### config.mk
export PLATFORM = sky130hd
export DESIGN_NAME = fir_tdm_sequencer_flat
export DESIGN_NICKNAME = d
export VERILOG_FILES = /design/src/rtl/fir_seq_pkg.sv /design/src/rtl/fir_tdm_sequencer_if.sv /design/src/rtl/sat_mac_unit.sv /design/src/rtl/fir_tdm_sequencer.sv /design/src/flat_wrapper.sv
export SDC_FILE = /design/constraint.sdc
export NUM_CORES = 1
export LEC_CHECK = 0
export ABC_AREA = 1
export CAP_MARGIN = 10
export CORE_MARGIN = 1
export CORE_UTILIZATION = 60
export DETAILED_ROUTE_END_ITERATION = 10
export GPL_ROUTABILITY_DRIVEN = 0
export PLACE_DENSITY = 0.77
export SLEW_MARGIN = 20
export SYNTH_ARGS = -nofsm -noshare
export SYNTH_HDL_FRONTEND = slang
export SYNTH_SLANG_ARGS = --single-unit
### constraint.sdc
create_clock -name clk_i -period 31 [get_ports clk_i]
set_clock_uncertainty 0.15 [all_clocks]
set_input_delay 3.1 -clock clk_i [delete_from_list [all_inputs] [get_ports clk_i]]
set_output_delay 3.1 -clock clk_i [all_outputs]
set_load 0.01 [all_outputs]
### src/rtl/fir_seq_pkg.sv
// fir_seq_pkg: shared widths, saturation limits and enums for the TDM filter sequencer
package fir_seq_pkg;
    localparam int DATA_W = 16;
    localparam int COEF_W = 18;
    localparam int FRAC = COEF_W - 1;
    localparam logic signed [COEF_W-1:0] SAT_MAX = 18'sh1ffff;
    localparam logic signed [COEF_W-1:0] SAT_MIN = 18'sh20000;
    typedef enum logic [2:0] {IDLE, MAC_B0, MAC_B1, MAC_A1, OUT} state_e;
    typedef enum logic [1:0] {B0 = 2'd0, B1 = 2'd1, A1 = 2'd2} coef_addr_e;
endpackage

### src/rtl/fir_tdm_sequencer_if.sv
// fir_tdm_sequencer_if: sample input/output handshakes and coefficient write port
interface fir_tdm_sequencer_if #(parameter int NUM_CH = 4);
    import fir_seq_pkg::*;
    localparam int CH_W = $clog2(NUM_CH);
    logic [DATA_W-1:0] data_i;
    logic [CH_W-1:0]   ch_i;
    logic              valid_i;
    logic              ready_o;
    logic [DATA_W-1:0] data_o;
    logic [CH_W-1:0]   ch_o;
    logic              valid_o;
    logic              ready_i;
    logic              coef_we_i;
    logic [1:0]        coef_addr_i;
    logic [COEF_W-1:0] coef_data_i;
    modport slave (
        input  data_i, ch_i, valid_i, ready_i, coef_we_i, coef_addr_i, coef_data_i,
        output ready_o, data_o, ch_o, valid_o
    );
    modport master (
        output data_i, ch_i, valid_i, ready_i, coef_we_i, coef_addr_i, coef_data_i,
        input  ready_o, data_o, ch_o, valid_o
    );
endinterface

### src/rtl/sat_mac_unit.sv
// sat_mac_unit: one combinational acc + (coef*op >>> 17) step saturated to Q1.17
// FIR_SEQ_ROUND_EN adds half an LSB to the product before the shift
module sat_mac_unit import fir_seq_pkg::*; (
    input  logic signed [COEF_W-1:0] i_acc,
    input  logic signed [COEF_W-1:0] i_coef,
    input  logic signed [COEF_W-1:0] i_op,
    input  logic                     i_sub,
    output logic signed [COEF_W-1:0] o_acc
);
    localparam int PW = 2 * COEF_W + 1;
    logic signed [PW-1:0] w_op, w_prod, w_sum;
    always_comb begin
        w_op = i_sub ? -PW'(i_op) : PW'(i_op);
`ifdef FIR_SEQ_ROUND_EN
        w_prod = PW'(i_coef) * w_op + PW'(1 << (FRAC - 1));
`else
        w_prod = PW'(i_coef) * w_op;
`endif
        w_sum = (w_prod >>> FRAC) + PW'(i_acc);
        o_acc = w_sum > PW'(SAT_MAX) ? SAT_MAX : w_sum < PW'(SAT_MIN) ? SAT_MIN : w_sum[COEF_W-1:0];
    end
endmodule

### src/rtl/fir_tdm_sequencer.sv
// fir_tdm_sequencer: per-channel y = b0*x + b1*x[n-1] - a1*y[n-1] over one shared saturating MAC
// FIR_SEQ_ROUND_EN selects round-half-up on products and output; default is truncation
module fir_tdm_sequencer import fir_seq_pkg::*; #(
    parameter int NUM_CH = 4,
    parameter int inout_width = DATA_W,
    parameter int internal_width = COEF_W
) (
    input logic clk_i,
    input logic reset_i,
    fir_tdm_sequencer_if.slave bus
);
    localparam int CH_W = $clog2(NUM_CH);
    localparam int PAD_W = internal_width - inout_width;
    typedef logic signed [internal_width-1:0] word_t;
    state_e r_state, w_next;
    word_t r_acc, r_x, r_b0, r_b1, r_a1, r_sb0, r_sb1, r_sa1;
    word_t r_xh [NUM_CH];
    word_t r_yh [NUM_CH];
    logic [CH_W-1:0] r_ch;
    word_t w_coef, w_op, w_seed, w_mac;
    logic w_accept;

    always_comb begin
        w_next = r_state;
        case (r_state)
            IDLE:    w_next = bus.valid_i ? MAC_B0 : IDLE;
            MAC_B0:  w_next = MAC_B1;
            MAC_B1:  w_next = MAC_A1;
            MAC_A1:  w_next = OUT;
            OUT:     w_next = bus.ready_i ? IDLE : OUT;
            default: w_next = IDLE;
        endcase
        bus.ready_o = r_state == IDLE;
        bus.valid_o = r_state == OUT;
        w_accept = r_state == IDLE && bus.valid_i;
        w_coef = r_state == MAC_B0 ? r_b0 : r_state == MAC_B1 ? r_b1 : r_a1;
        w_op = r_state == MAC_B0 ? r_x : r_state == MAC_B1 ? r_xh[r_ch] : r_yh[r_ch];
        w_seed = r_state == MAC_B0 ? '0 : r_acc;
    end

    sat_mac_unit u_mac (
        .i_acc  (w_seed),
        .i_coef (w_coef),
        .i_op   (w_op),
        .i_sub  (r_state == MAC_A1),
        .o_acc  (w_mac)
    );

    always_ff @(posedge clk_i) begin
        if (reset_i) begin
            r_state <= IDLE;
            r_acc <= '0;
            r_x <= '0;
            r_ch <= '0;
            {r_b0, r_sb0} <= {SAT_MAX, SAT_MAX};
            {r_b1, r_sb1} <= {SAT_MIN, SAT_MIN};
            {r_a1, r_sa1} <= '0;
            for (int i = 0; i < NUM_CH; i++) begin
                r_xh[i] <= '0;
                r_yh[i] <= '0;
            end
        end else begin
            r_state <= w_next;
            // commit happens before the shadow write of the same cycle lands
            if (r_state == IDLE) {r_b0, r_b1, r_a1} <= {r_sb0, r_sb1, r_sa1};
            if (bus.coef_we_i && bus.coef_addr_i == B0) r_sb0 <= bus.coef_data_i;
            if (bus.coef_we_i && bus.coef_addr_i == B1) r_sb1 <= bus.coef_data_i;
            if (bus.coef_we_i && bus.coef_addr_i == A1) r_sa1 <= bus.coef_data_i;
            if (w_accept) begin
                r_x <= {bus.data_i, PAD_W'(0)};
                r_ch <= bus.ch_i;
            end
            if (r_state inside {MAC_B0, MAC_B1, MAC_A1}) r_acc <= w_mac;
            if (r_state == MAC_A1) begin
                r_xh[r_ch] <= r_x;
                r_yh[r_ch] <= w_mac;
            end
        end
    end

`ifdef FIR_SEQ_ROUND_EN
    localparam int RW = internal_width + 1;
    logic signed [RW-1:0] w_rnd;
    assign w_rnd = ($signed({r_acc[internal_width-1], r_acc}) + RW'(2)) >>> PAD_W;
    assign bus.data_o = w_rnd > RW'((1 << (inout_width - 1)) - 1) ? {1'b0, {(inout_width-1){1'b1}}} : w_rnd[inout_width-1:0];
`else
    assign bus.data_o = r_acc[internal_width-1:PAD_W];
`endif
    assign bus.ch_o = r_ch;
endmodule

### src/flat_wrapper.sv
// flat-port wrapper written by rule: the top's interface ports become plain ports
module fir_tdm_sequencer_flat import fir_seq_pkg::*;
#(
    parameter int NUM_CH = 4,
    parameter int inout_width = DATA_W,
    parameter int internal_width = COEF_W
)
  (clk_i, reset_i, bus_data_i, bus_ch_i, bus_valid_i, bus_ready_i, bus_coef_we_i, bus_coef_addr_i, bus_coef_data_i, bus_ready_o, bus_data_o, bus_ch_o, bus_valid_o);
  fir_tdm_sequencer_if #(.NUM_CH(NUM_CH)) bus_i ();
  input logic clk_i;
  input logic reset_i;
  input wire logic [$bits(bus_i.data_i)-1:0] bus_data_i;
  input wire logic [$bits(bus_i.ch_i)-1:0] bus_ch_i;
  input wire logic [$bits(bus_i.valid_i)-1:0] bus_valid_i;
  input wire logic [$bits(bus_i.ready_i)-1:0] bus_ready_i;
  input wire logic [$bits(bus_i.coef_we_i)-1:0] bus_coef_we_i;
  input wire logic [$bits(bus_i.coef_addr_i)-1:0] bus_coef_addr_i;
  input wire logic [$bits(bus_i.coef_data_i)-1:0] bus_coef_data_i;
  output wire logic [$bits(bus_i.ready_o)-1:0] bus_ready_o;
  output wire logic [$bits(bus_i.data_o)-1:0] bus_data_o;
  output wire logic [$bits(bus_i.ch_o)-1:0] bus_ch_o;
  output wire logic [$bits(bus_i.valid_o)-1:0] bus_valid_o;
  assign bus_i.data_i = bus_data_i;
  assign bus_i.ch_i = bus_ch_i;
  assign bus_i.valid_i = bus_valid_i;
  assign bus_i.ready_i = bus_ready_i;
  assign bus_i.coef_we_i = bus_coef_we_i;
  assign bus_i.coef_addr_i = bus_coef_addr_i;
  assign bus_i.coef_data_i = bus_coef_data_i;
  assign bus_ready_o = bus_i.ready_o;
  assign bus_data_o = bus_i.data_o;
  assign bus_ch_o = bus_i.ch_o;
  assign bus_valid_o = bus_i.valid_o;
  fir_tdm_sequencer #(.NUM_CH(NUM_CH), .inout_width(inout_width), .internal_width(internal_width)) u_core (.clk_i(clk_i), .reset_i(reset_i), .bus(bus_i));
endmodule
Yosys cells after proc, flatten, opt, wreduce, memory -nomap -nowiden
Memory sizes are Yosys's and may differ from the RTL's. A register that Yosys moved wholly into a read port is not among the register bits.
Cells that the tools add are included.

word-level totals
  bits of input ports = 43
  RAM bits = 136
  word-level logic and storage cells = 58
  register bits = 147
  memories = 2
  output and inout port bits = 20

cells by class
  magnitude comparators = 2
  equal/unequal tests = 6
  reduce and logical (&&, ||, !) cells = 9
  muxes and demuxes = 26
  $add $sub $neg = 2
  multiply operators = 1

memory list
  name         depth  bits a word  read ports  clocked after Yosys merged registers in  wr ports  RTL line                 RTL
  u_core.r_yh  4      18           1           1                                        4         fir_tdm_sequencer.sv:18  word_t r_yh [NUM_CH];
  u_core.r_xh  4      16           1           1                                        4         fir_tdm_sequencer.sv:17  word_t r_xh [NUM_CH];

operator list
  operator              number
  $mux 18               8
  $mul 18x37->37        1
  $mux 37               1
  $neg 18->37           1
  $add 20x18->21        1
  $gt 21x18->1 const B  1
  $lt 21x18->1 const B  1
  $reduce_or 18->1      1
  $mux 16               1
  $reduce_or 16->1      1
  $pmux 3 s5            1
  $mux 2                6
  $mux 1                8
  $eq 3x2->1 const B    2
  $logic_and 1x1->1     4
  $eq 3x1->1 const B    1
  $eq 3x3->1 const B    1
  $logic_not 3->1       1
  $mux 3                1
  $reduce_bool 3->1     1
  $eq 2x1->1 const B    1
  $eq 2x2->1 const B    1
  $logic_not 2->1       1

Logic depth before layout (Yosys ltp)
Gate-level depths: netlist of the first run.

  word-level depth = 11
  gate-level depth with buffers = 61
  depth with buffers taken out = 56

Cells and area by module
From an unflattened synthesis of the first run, not the netlist that was laid out.

unflattened totals
  cell total of the unflattened synthesis = 3712
  area total of the unflattened synthesis = 29341.9 um2

by module, submodules not included
  module             sequential area each (um2)  times used  area an instance (um2)  cells each
  sat_mac_unit       0.0                         1           17043.8                 2244
  fir_tdm_sequencer  7066.8                      1           12298.0                 1468

Worst setup path before layout of the first run
Ideal clock, no wire load.

  path type = register to register
  from = reg with a tool-made name
  to = mem u_core.r_yh[3][0] in the netlist's numbering, data pin
  clock period less this slack = 9715 ps
  slack = 21285 ps
  setup time = 266 ps
  data required time = 30584 ps
  stages on the path, launching flop included = 57
  buffers on the path = 5
  arrival time = 9299 ps
  cells stage by stage = dfxtp_1 -> buf_6 -> inv_4 -> buf_6 -> nand2_1 -> nand2_1 -> nand2_1 -> nand2_1 -> nand2_2 -> buf_1 -> ha_1 -> nand4_1 -> nor2_1 -> nand2_1 -> nor2_2 -> inv_1 -> nand2_1 -> or2_2 -> [... 21 more ...] -> o21ai_1 -> xor2_1 -> ha_1 -> a21oi_1 -> o21ai_0 -> a21oi_1 -> o21ai_1 -> a21boi_0 -> o21ai_1 -> a21boi_1 -> o21ai_0 -> xor2_1 -> inv_1 -> nand3_1 -> nand2_2 -> buf_4 -> a21oi_1 -> nor2_1

RTL lines
  item              RTL line
  end: declaration  fir_tdm_sequencer.sv:18

==> metrics.txt, run 1 <==
status finished with violations; failing checks design-rule violations; WL/cell 17.7 um; XOR/XNOR Fraction of Synth Area 1.59%; CP endpoint u_core.r_yh[2][0]; Adder-Cell Fraction of Synth Area 34.2%; CP most frequent cell fa_1; worst skew pair latency 0.57 ns; final net count 4115; Hold Vio Cnt, Final 0; top cell type's share of synthesized area 28.8%; Buf/Inv on CP 9; Compound-Gate Fraction of Synth Area 6.31%; fmax 0.0798 GHz; worst-path maximum fanout 40; number of synthesized flops with an enable pin 136; Simple-Gate Fraction of Synth Area 20.2%; Initial Utilization 61.3%; FP Rows 79; CTS root buffer clkbuf_16; startpoint types register; # diodes 0; Rel. slew slack 27.9%; WL final 73700 um; CP arrival 12.69 ns; Max Buffers Root-to-Sink 3; post-route ant nets 0; first-pass GRT wire length 118000 um; vias in the first global route 22500; fin crit period 12.54 ns; endpoints failing setup 0; H-tree levels 1; largest stage delay on the critical path 0.53 ns; RSZ-0062 raised after global routing false; largest net degree at the start of global routing 85; Hold Crit Class reg2reg; Primary FF master, synth dfxtp_1; Vias 22900; Die Height 221 um; FFs w/ async S/R, synth 0%; multiplexer area fraction after synthesis 0%; cells after synthesis 3568; r2r setup slk 18.46 ns; Mapped Nets 4147; # resized after CTS 0; remaining global-route overflow 0; Core Area 46900 um^2; Die W 221 um; Max Cap Violations 0; Crit Path Category reg2reg; FF+latch count, synth 285; synth unique cells 51; TNS Setup 0 ns; layout cells sized above 1 4.55%; Sink Count 285; post-synth top area cell fa_1; Area Overhead vs Synth 6.15%; Worst Max-Slew Pin Slew 1.08 ns; DP Wirelength 55500 um; r2r startpoint u_core.r_state[2]; sequential share of the synthesized area 24.6%; starting DRC count in detailed routing 2258; Reg2Reg Depth 48; Netlist Area Pre-Place 28700 um^2; YS warnings 0; Ports 63; gr usage total 31.5%; worst path required time 31.15 ns; CP Capture Type register; CTS Hold Bufs 0; die area 48700 um^2; DRC Markers 2; Via density 5.49; slowest cell on the critical path inv_2; synthesized area per cell 8.05 um^2; Clk pin slew, worst setup/hold paths 0.06 ns; Synth area leaders fa_1, edfxtp_1, dfxtp_1; initial antenna violation count 1; Final period util 40.4%; CTS buffer count 29; fin. max-slew vios 0; CTS tree built; cell family with most CP delay adder cells; CP startpoint u_core.r_state[2]; count of input and output buffers 62; first-pass iteration count of the detailed router 9; largest family of logic cells by synthesized area adder cells; setup bufs post-CTS 0; Levels on crit path 48; r2r endpoint u_core.r_yh[2][0]
[tightest hold or removal path: stages, from the launching register on]
cell	delay (ns)
dfxtp_1	0.29
inv_1	0.06
a21oi_1	0.05
[logic make-up after synthesis]
kind of cell               count (synthesis)
buffers and inverters                    950
adders and majority gates                536
DFF                                      285
AOI/OAI and AO/OA                        329
and+or+nand+nor                         1418
xor gates and xnor gates                  50
[through the flow]
stage	instances	utilization [%]	setup slack [ns]	hold slack, ns	cell area [um^2]
after global routing	4166	65.0	17.64	0.322	30500
after CTS	4166	65.0	18.59	0.305	30500
after global placement	4112	63.2	19.13	0.287	29600
final	4166	65.0	18.46	0.299	30500
after floorplan	3568	-	21.29	0.279	28700
after detailed placement	4112	63.2	18.59	0.293	29600
[cell usage after synthesis (4+ instances only)]
cell type  number
or2_2          13
xnor2_1        19
buf_4          20
nand4_1         8
o211ai_1        9
inv_1         765
nand3b_1        8
nand2_2        14
o21ai_0       136
nor2_2          5
buf_1          11
buf_2          19
edfxtp_1      136
nor3_1         15
buf_6          13
a21o_1          5
a21oi_1       131
o21ai_2         4
nand3_1       142
inv_2          16
o21ai_1        12
ha_1          123
clkbuf_1       95
o221a_2         5
nand2_1       646
clkinv_1       10
fa_1          413
nand3_2        11
dfxtp_1       149
nor2_1        546
o21bai_1        6
xor2_1         30
[layer usage]
layer	global-route usage, %	up-vias	routed length (um)
li1	-	10600	-
met1	43.0	11000	29400
met2	50.9	1104	34200
met3	4.40	185	6910
met4	12.4	2	3150
met5	0	-	13
[how the worst min path moves through the flow]
| stage | startpoint | endpoint | slack (ns) | cells after the start |
|---|---|---|---|---|
| final | u_core.r_sa1[15] | u_core.r_a1[15] | 0.30 | 2 |
| after global routing | u_core.r_sa1[15] | u_core.r_a1[15] | 0.32 | 2 |
| after CTS | u_core.r_sa1[1] | u_core.r_sa1[1] | 0.31 | 2 |
| after detailed placement | u_core.r_sb0[0] | u_core.r_sb0[0] | 0.29 | 2 |
| after global placement | u_core.r_sb0[9] | u_core.r_sb0[9] | 0.29 | 2 |
| after floorplan | u_core.r_b1[17] | u_core.r_b1[17] | 0.28 | 2 |
[state kept, by name (all words and copies together), names as in the netlist, named ones only]
| register | count |
|---|---|
| u_core.r_state | 3 |
| u_core.r_a1 | 18 |
| u_core.r_acc | 18 |
| u_core.r_sb0 | 18 |
| u_core.bus.ch_o | 2 |
| u_core.r_b1 | 18 |
| u_core.r_yh | 72 |
| u_core.r_sb1 | 18 |
| u_core.r_x | 16 |
| u_core.r_b0 | 18 |
| u_core.r_xh | 64 |
| u_core.r_sa1 | 18 |
[cell usage in the layout, fill, tap and decap left out, drive strengths merged, types with 2 or more instances in the layout]
| master | instances |
|---|---|
| o211ai | 9 |
| xor2 | 31 |
| inv | 783 |
| nand3 | 155 |
| or2 | 14 |
| nand2 | 663 |
| xnor2 | 19 |
| clkinv | 20 |
| nand3b | 8 |
| buf | 33 |
| nand4 | 8 |
| o21a | 3 |
| a21oi | 132 |
| clkdlybuf4s50 | 62 |
| o21ai | 152 |
| dfxtp | 149 |
| o221a | 5 |
| fa | 413 |
| o21bai | 6 |
| nor2 | 554 |
| edfxtp | 136 |
| o221ai | 3 |
| ha | 123 |
| a31oi | 3 |
| clkinvlp | 2 |
| nor3 | 15 |
| o31ai | 3 |
| a21boi | 5 |
| clkbuf | 40 |
| a21o | 5 |
[cell type report]
cell class / count / area [um^2]
Clock buffer: 40 / 767
Clock inverter: 14 / 111
Fill cell: 3940 / 16400
Inverter: 792 / 2980
Multi-Input combinational cell: 2333 / 17900
Sequential cell: 285 / 7070
Tap cell: 607 / 759
Timing Repair Buffer: 95 / 868
Power of run 1 is not shown: default switching activity piles up to over one toggle a cycle in this logic, so the estimate is an artifact.
==> run 2, diff against run 1 <==
Settings changed: CORE_UTILIZATION 60 to 59, PLACE_DENSITY 0.77 to 0.79.
Clock period 31 ns to 10.48 ns, I/O delays scaled along.
==> metrics.txt, run 2 (synthesized netlist as in run 1, its figures left out) <==
most frequent cells in the layout inv_1, nand2_1, nor2_1, fa_1, dfxtp_1; Setup WS pre-CTS -0.0296 ns; Worst Slack Setup Final 0.321 ns; Vias 23600; worst skew pair latency 0.56 ns; Rel. slew slack 22.4%; largest registers u_core.r_yh (72), u_core.r_xh (64); post-route ant nets 0; WL final 78300 um; r2r endpoint u_core.r_yh[2][6]; WL/cell 18.3 um; H-tree levels 1; CP startpoint u_core.r_state[1]; remaining global-route overflow 0; worst-path maximum fanout 33; Max Cap Violations 0; Ports 63; Area Overhead vs Synth 10.3%; Die Height 223 um; DP Wirelength 59000 um; r2r startpoint u_core.r_state[1]; Clk pin slew, worst setup/hold paths 0.06 ns; r2r setup slk 0.32 ns; Final period util 96.9%; Hold Vio Cnt, Final 0; Sink Count 285; status complete, no violations; Initial Utilization 60.0%; CTS buffer count 28; first-pass GRT wire length 123000 um; Hold Path End u_core.r_a1[8]; initial antenna violation count 0; startpoint types register; CTS root buffer clkbuf_16; FP Rows 80; Reg2Reg Depth 40; Via density 5.53; DRC Markers 0; Hold Crit Start u_core.r_sa1[8]; starting DRC count in detailed routing 2646; Largest register FFs 72; slowest cell on the critical path a21oi_1; hold depth 2; layout cells sized above 1 8.39%; first-pass iteration count of the detailed router 5; Core Area 47800 um^2; worst path required time 10.62 ns; commonest non-fill, non-tap cell in the layout inv_1; CP Capture Type register; final net count 4218; vias in the first global route 23300; Crit Path Category reg2reg; Hold Crit Class reg2reg; fin. max-slew vios 0; Worst Max-Slew Pin Slew 1.16 ns; largest register by flop count u_core.r_yh; largest net degree at the start of global routing 86; die area 49500 um^2; Die W 223 um; count of input and output buffers 62; endpoints failing setup 0; CTS tree built; CP most frequent cell inv_1; gr usage total 32.0%; CP arrival 10.30 ns; # diodes 0; Max Buffers Root-to-Sink 3; fmax 0.0984 GHz; fin crit period 10.16 ns; CTS Hold Bufs 0; largest stage delay on the critical path 0.90 ns
[run 2: metrics by stage]
| stage | instance area, um^2 | hold slack, ns | util (%) | std cells | TNS, ns |
|---|---|---|---|---|---|
| floorplan | 28700 | 0.279 | - | 3568 | 0 |
| global placement | 30300 | 0.287 | 63.3 | 4207 | 0 |
| detailed placement | 30300 | 0.292 | 63.3 | 4207 | -0.239 |
| CTS | 31300 | 0.303 | 65.5 | 4257 | 0 |
| global route | 31700 | 0.318 | 66.2 | 4274 | -2.63 |
| finish | 31700 | 0.302 | 66.2 | 4274 | 0 |
[run 2: how the worst max path moves through the flow]
stage | depth (start not counted) | to | slack, ns
detailed placement | 50 | u_core.r_yh[2][1] | -0.03
floorplan | 56 | u_core.r_yh[3][0] | 0.77
CTS | 51 | u_core.r_yh[0][0] | 0.004
global route | 55 | u_core.r_yh[0][14] | -0.09
global placement | 51 | u_core.r_yh[3][0] | 0.26
finish | 40 | u_core.r_yh[2][6] | 0.32
[run 2: critical path, delay by kind of cell, from the launching register on]
| kind | cells | cell delay, ns |
|---|---|---|
| compound gates | 14 | 2.97 |
| xor+xnor | 2 | 0.37 |
| fa+ha+maj | 8 | 3.71 |
| buf+inv | 11 | 1.61 |
| flops | 1 | 0.41 |
| simple gates | 5 | 0.62 |
[run 2: timing repair]
item,CTS,global route
setup endpoints to repair,44,90
resized for setup,3,52
buffers inserted,0,13
pin swaps,0,15
gates cloned,0,4
endpoints found under the hold margin,0,0
[run 2: layer usage]
layer  part of all wire, %  GRT usage [%]  up-vias
met2                    45           50.2     1265
met1                    39           42.8    11300
met5                     0              0        -
met4                   5.2           14.8        0
li1                      -              -    10800
met3                    11           6.55      255
[run 2: layout make-up]
type / instances / area, um^2
repair buffers: 197 / 1720
clock buffers: 40 / 850
flip-flops and latches: 285 / 7070
inverters: 792 / 3000
fillers: 3813 / 16200
well taps: 615 / 769
repair inverters: 1 / 8.76
multi-input cells: 2334 / 18100
clock inverters: 10 / 151
Power of run 2 is left out for the same reason.
